===== src/rtl/display_column_scheduler.sv =====
// Column scheduler: snapshots channel values per frame and streams thermometer bars.
// Optional peak-hold indicator is built when PEAK_HOLD_EN is defined.
module display_column_scheduler #(
  parameter int NUM_COLS = 16,
  parameter int VAL_W    = 16,
  parameter int ROWS     = 8,
  parameter int SHIFT    = 0
) (
  input  logic                      clk,
  input  logic                      reset_n,
  input  logic                      frame_req,
  input  logic [NUM_COLS*VAL_W-1:0] values_in,
  output logic                      col_valid,
  input  logic                      col_ready,
  output logic [$clog2(NUM_COLS)-1:0] col_index,
  output logic [ROWS-1:0]           col_bar,
`ifdef PEAK_HOLD_EN
  output logic [ROWS-1:0]           col_peak,
`endif
  output logic                      frame_busy,
  output logic                      frame_done,
  output logic [7:0]                overrun_cnt
);

  localparam int IW = $clog2(NUM_COLS);
  localparam int LW = $clog2(ROWS + 1);

  typedef enum logic [1:0] {
    S_IDLE,
    S_LOAD,
    S_SEND,
    S_DONE
  } state_t;

  function automatic logic [LW-1:0] f_lvl(
    input logic [VAL_W-1:0] v
  );
    logic [VAL_W-1:0] s;
    s = v >> SHIFT;
    if (s > VAL_W'(ROWS)) return LW'(ROWS);
    return s[LW-1:0];
  endfunction

  function automatic logic [ROWS-1:0] f_bar(
    input logic [LW-1:0] l
  );
    logic [ROWS-1:0] b;
    for (int i = 0; i < ROWS; i++)
      b[i] = (i < int'(l));
    return b;
  endfunction

  state_t          r_state;
  logic [LW-1:0]   r_lvl [NUM_COLS];
  logic [LW-1:0]   w_lvl0;
  logic [IW-1:0]   w_nidx;
  logic            w_hs;
  logic            w_last;

  assign w_lvl0 = f_lvl(values_in[VAL_W-1:0]);
  assign w_nidx = col_index + IW'(1);
  assign w_hs   = col_valid & col_ready;
  assign w_last = (col_index == IW'(NUM_COLS - 1));

  // Levels are captured once in LOAD so late input changes cannot tear a frame
  always_ff @(posedge clk or negedge reset_n) begin
    if (!reset_n) begin
      r_state     <= S_IDLE;
      col_valid   <= 1'b0;
      col_index   <= '0;
      col_bar     <= '0;
      frame_busy  <= 1'b0;
      frame_done  <= 1'b0;
      overrun_cnt <= '0;
      for (int i = 0; i < NUM_COLS; i++)
        r_lvl[i] <= '0;
    end else begin
      if (frame_req && r_state != S_IDLE &&
          overrun_cnt != 8'hFF)
        overrun_cnt <= overrun_cnt + 8'd1;
      unique case (r_state)
        S_IDLE: begin
          if (frame_req) begin
            r_state    <= S_LOAD;
            frame_busy <= 1'b1;
          end
        end
        S_LOAD: begin
          for (int i = 0; i < NUM_COLS; i++)
            r_lvl[i] <= f_lvl(values_in[i*VAL_W +: VAL_W]);
          col_index <= '0;
          col_bar   <= f_bar(w_lvl0);
          col_valid <= 1'b1;
          r_state   <= S_SEND;
        end
        S_SEND: begin
          if (w_hs) begin
            if (w_last) begin
              col_valid  <= 1'b0;
              frame_done <= 1'b1;
              r_state    <= S_DONE;
            end else begin
              col_index <= w_nidx;
              col_bar   <= f_bar(r_lvl[w_nidx]);
            end
          end
        end
        S_DONE: begin
          frame_done <= 1'b0;
          frame_busy <= 1'b0;
          r_state    <= S_IDLE;
        end
        default: r_state <= S_IDLE;
      endcase
    end
  end

`ifdef PEAK_HOLD_EN
  function automatic logic [LW-1:0] f_max(
    input logic [LW-1:0] a,
    input logic [LW-1:0] b
  );
    return (a > b) ? a : b;
  endfunction

  function automatic logic [ROWS-1:0] f_hot(
    input logic [LW-1:0] l
  );
    logic [ROWS-1:0] b;
    for (int i = 0; i < ROWS; i++)
      b[i] = ((i + 1) == int'(l));
    return b;
  endfunction

  logic [LW-1:0] r_peak [NUM_COLS];
  logic [LW-1:0] w_show0;
  logic [LW-1:0] w_shown;
  logic [LW-1:0] w_cur;

  assign w_show0 = f_max(r_peak[0], w_lvl0);
  assign w_shown = f_max(r_peak[w_nidx], r_lvl[w_nidx]);
  assign w_cur   = f_max(r_peak[col_index], r_lvl[col_index]);

  // Peak shown with a column already includes that column's own level
  always_ff @(posedge clk or negedge reset_n) begin
    if (!reset_n) begin
      col_peak <= '0;
      for (int i = 0; i < NUM_COLS; i++)
        r_peak[i] <= '0;
    end else begin
      if (r_state == S_LOAD) begin
        col_peak <= f_hot(w_show0);
      end else if (r_state == S_SEND && w_hs) begin
        r_peak[col_index] <= w_cur;
        if (!w_last)
          col_peak <= f_hot(w_shown);
      end else if (r_state == S_DONE) begin
        for (int i = 0; i < NUM_COLS; i++)
          if (r_peak[i] != '0)
            r_peak[i] <= r_peak[i] - LW'(1);
      end
    end
  end
`endif

endmodule


===== config.mk =====
export PLATFORM = sky130hd
export DESIGN_NAME = display_column_scheduler
export DESIGN_NICKNAME = d
export VERILOG_FILES = /design/src/rtl/display_column_scheduler.sv
export SDC_FILE = /design/constraint.sdc
export NUM_CORES = 1
export LEC_CHECK = 0
export BUFFER_PORTS_ARGS = -buffer_cell sky130_fd_sc_hd__buf_2
export CAP_MARGIN = 20
export CORE_ASPECT_RATIO = 0.75
export CORE_MARGIN = 2
export CORE_UTILIZATION = 48
export CTS_CLUSTER_SIZE = 16
export DETAILED_ROUTE_END_ITERATION = 12
export GPL_TIMING_DRIVEN = 0
export PLACE_DENSITY = 0.95
export SETUP_SLACK_MARGIN = 0.5
export SYNTH_ARGS = -nofsm -noshare
export SYNTH_HDL_FRONTEND = slang
export SYNTH_SLANG_ARGS = --single-unit

===== constraint.sdc =====
create_clock -name clk -period 5.84 [get_ports clk]
set_input_delay 0.876 -clock clk [delete_from_list [all_inputs] [get_ports clk]]
set_output_delay 0.876 -clock clk [all_outputs]
set_load 0.05 [all_outputs]

==> results.tsv <==
stage	metric	value	unit
status	outcome	complete, no violations	
die	Ports	283	
clock_network	CTS H-Tree Depth	3	
setup_path	r2r startpoint	r_state[1]	
timing	Max Slew Vio Count	0	
logic_synthesis	simple-gate share of the synthesized area	17.8	%
clock_network	CTS resizes	0	
drt	Remaining DRCs	0	
global_route	largest net degree at the start of global routing	50	
finish	multi-input logic area	0.00253	mm^2
placed_design	Placed Area	0.00649	mm^2
logic_synthesis	ys async rst share	100	%
power_and_ir_drop	maximum vdd drop	0.187	mV
global_route	GRT Util Overall	30.6	%
timing	setup violators final	0	
timing	period utilization	47.5	%
logic_synthesis	Post-synth EDFFs	0	
setup_path	critical path peak fanout	10	
run	Max Cap Viol	0	
setup_path	Data required, critical path	6090	ps
logic_synthesis	post-synthesis xor/xnor area fraction	2.72	%
drt	DR pass1 iterations	5	
timing	Relative slew margins	44.0	%
power_and_ir_drop	pwr/cell area	329	mW/mm^2
drt	Routed Antenna Nets	0	
drt	DR iter-0 viols	429	
placed_design	Setup WS pre-CTS	3110	ps
global_route	vias in the first global route	5405	
placed_design	gpl congestion	0.875	
global_route	gr ovfl total	0	
drt	wire per inst	18.8	um
global_route	first-pass GRT wire length	26.2	mm
logic_synthesis	synth unique cells	45	
timing	final hold slack	502	ps
power_and_ir_drop	leak pwr	3.17	nW
logic_synthesis	adder-cell share of the synthesized area	1.54	%
clock_network	hold_buf cts	0	
logic_synthesis	multiplexer area fraction after synthesis	11.6	%
timing	worst setup margin	3070	ps
worst_hold_path	worst min-delay path category	flip-flop to flip-flop	
drt	DR vias	5325	
timing	Final Critical Period	2770	ps
timing	Hold Vio Cnt, Final	0	
clock_network	Reg clk slew, reported paths	70	ps
logic_synthesis	Cell Area, Synth	0.00488	mm^2
logic_synthesis	main combinational cell family by area after synthesis	compound AO/OA/AOI/OAI gates	
setup_path	Setup crit end kind	flip-flop	
finish	ratio of cells with drive above 1 in the final layout	42.8	%
logic_synthesis	Synth Register Bits	89	
logic_synthesis	syn_nets	728	
clock_network	clk buf depth	2	
timing	unrepaired setup endpoints after global routing	false	
timing	Fmax	0.361	GHz
finish	most common cell after layout, fill and taps aside	buf_2	
die	die height	91.4	um
logic_synthesis	register area share after synthesis	45.6	%
timing	Setup TNS	0	ps
timing	Clock Skews	7.01	ps
die	Rows	31	
setup_path	Setup CP Type	flip-flop to flip-flop	
logic_synthesis	ys flop type	dfrtp_1	
clock_network	clk sinks	89	
placed_design	I/O Buffers	282	
die	die span in x	120	um
clock_network	Root Driver	clkbuf_16	
drt	via-per-instance ratio	5.96	
die	Die Footprint	0.0110	mm^2
finish	Design Area, Final	0.00682	mm^2
drt	Routed WL	16.8	mm
finish	Final Net Count	1023	
logic_synthesis	Syn Area/Cell	10.6	um^2
logic_synthesis	Yosys warning count	0	
logic_synthesis	post-synthesis compound-gate area fraction	18.1	%
finish	most frequent cells in the layout	284 x buf_2, 89 x dfrtp_1, 60 x nor2_1, 46 x a22o_1, 37 x nand3_1	
clock_network	CTS tree	yes	
setup_path	Worst EP arrival	3020	ps
clock_network	clock latency on the worst-skew pair	340	ps
setup_path	CP Launch Type	flip-flop	
die	initial core utilization	50.0	%
setup_path	Critical Path Source	r_state[1]	
finish	Core Util, Final	69.7	%
clock_network	CTS Buf Count	9	
finish	Register Area	0.00223	mm^2
logic_synthesis	Syn Inst Count	462	
timing	Tightest Pin Transition	834	ps
finish	fill cell count	738	
die	Core Footprint	0.00977	mm^2
finish	Ant. Diodes	0	
finish	Layout Area Growth over Synthesis	39.5	%
global_route	initial antenna violation count	0	
worst_hold_path	worst hold start	overrun_cnt[6]	
clock_network	post-CTS setup buffer count	0	
placed_design	Post-DP HPWL	13.3	mm
## critical path: stages, from the launching register on
cell and delay, ps:
dfrtp_1 410, inv_1 110, ha_1 170, clkbuf_1 540
clkbuf_1 570, buf_1 520, nand3_1 200, o21ai_0 140
## logic make-up (layout without fill, tap and decap cells)
group,after synthesis,count (layout)
adder cells (fa/ha/maj),6,6
multiplexers,42,42
buffers and inverters,28,328
flip-flops,89,89
XOR/XNOR,10,10
AND/OR/NAND/NOR,175,175
AO/OA/AOI/OAI,112,112
## worst paths after layout
check,endpoint,slack (ps),depth (start not counted)
min in group asynchronous,col_bar[5],510,1
worst max-delay path,r_lvl[62],3070,7
worst max register to register,r_lvl[62],3070,7
max in group asynchronous,r_lvl[50],4700,2
worst min-delay path,overrun_cnt[6],500,1
worst min register to register,overrun_cnt[6],500,1
## cell type report
type	instances	area share, %
inverter	10	0.551
multi-input combinational	345	37.1
timing repair buffer	284	21.2
clock inverter	7	1.38
tap	132	2.42
sequential	89	32.7
buffer	18	1.36
clock buffer	9	3.30
## cell usage after synthesis (all sizes together) (4+ instances only)
library cell / instances / area, um^2
o21ai: 15 / 75.1
inv: 10 / 37.5
nor3b: 5 / 37.5
nand2b: 4 / 25.0
clkbuf: 11 / 41.3
nor2: 60 / 225
dfrtp: 89 / 2230
nand2: 15 / 56.3
nor4: 31 / 194
a31oi: 4 / 25.0
xnor2: 7 / 68.8
mux2i: 27 / 274
mux4: 11 / 248
o31ai: 15 / 113
o32a: 15 / 150
a22o: 46 / 403
nand3: 37 / 185
ha: 6 / 75.1
nor3: 7 / 35.0
mux2: 4 / 45.0
a21oi: 10 / 50.1
buf: 7 / 51.3
## layer usage
metal  GRT usage (%)  vias to the layer above  share of wire (%)
met5               0                        -                  0
met4            9.98                        0                2.4
met3            6.16                       49                6.4
met2            52.7                      268                 51
met1            38.4                     2618                 40
li1                -                     2390                  -
## metrics by stage
step	power [mW]	cells
floorplan	1.30	462
global placement	1.57	876
detailed placement	1.61	877
CTS	2.23	893
global route	2.34	894
finish	2.24	894
## power by group
group | switching [mW] | internal, mW | total, mW
logic | 0.594 | 0.311 | 0.905
registers | 0.0514 | 0.665 | 0.716
clock network | 0.245 | 0.375 | 0.620
## flip-flops by register name, indices dropped and copies added, names as in the netlist
register     flops
r_lvl           64
col_bar          8
overrun_cnt      8
col_index        4
r_state          2
col_valid        1
frame_busy       1
frame_done       1
No activity file was read; power rests on OpenSTA's default activity.
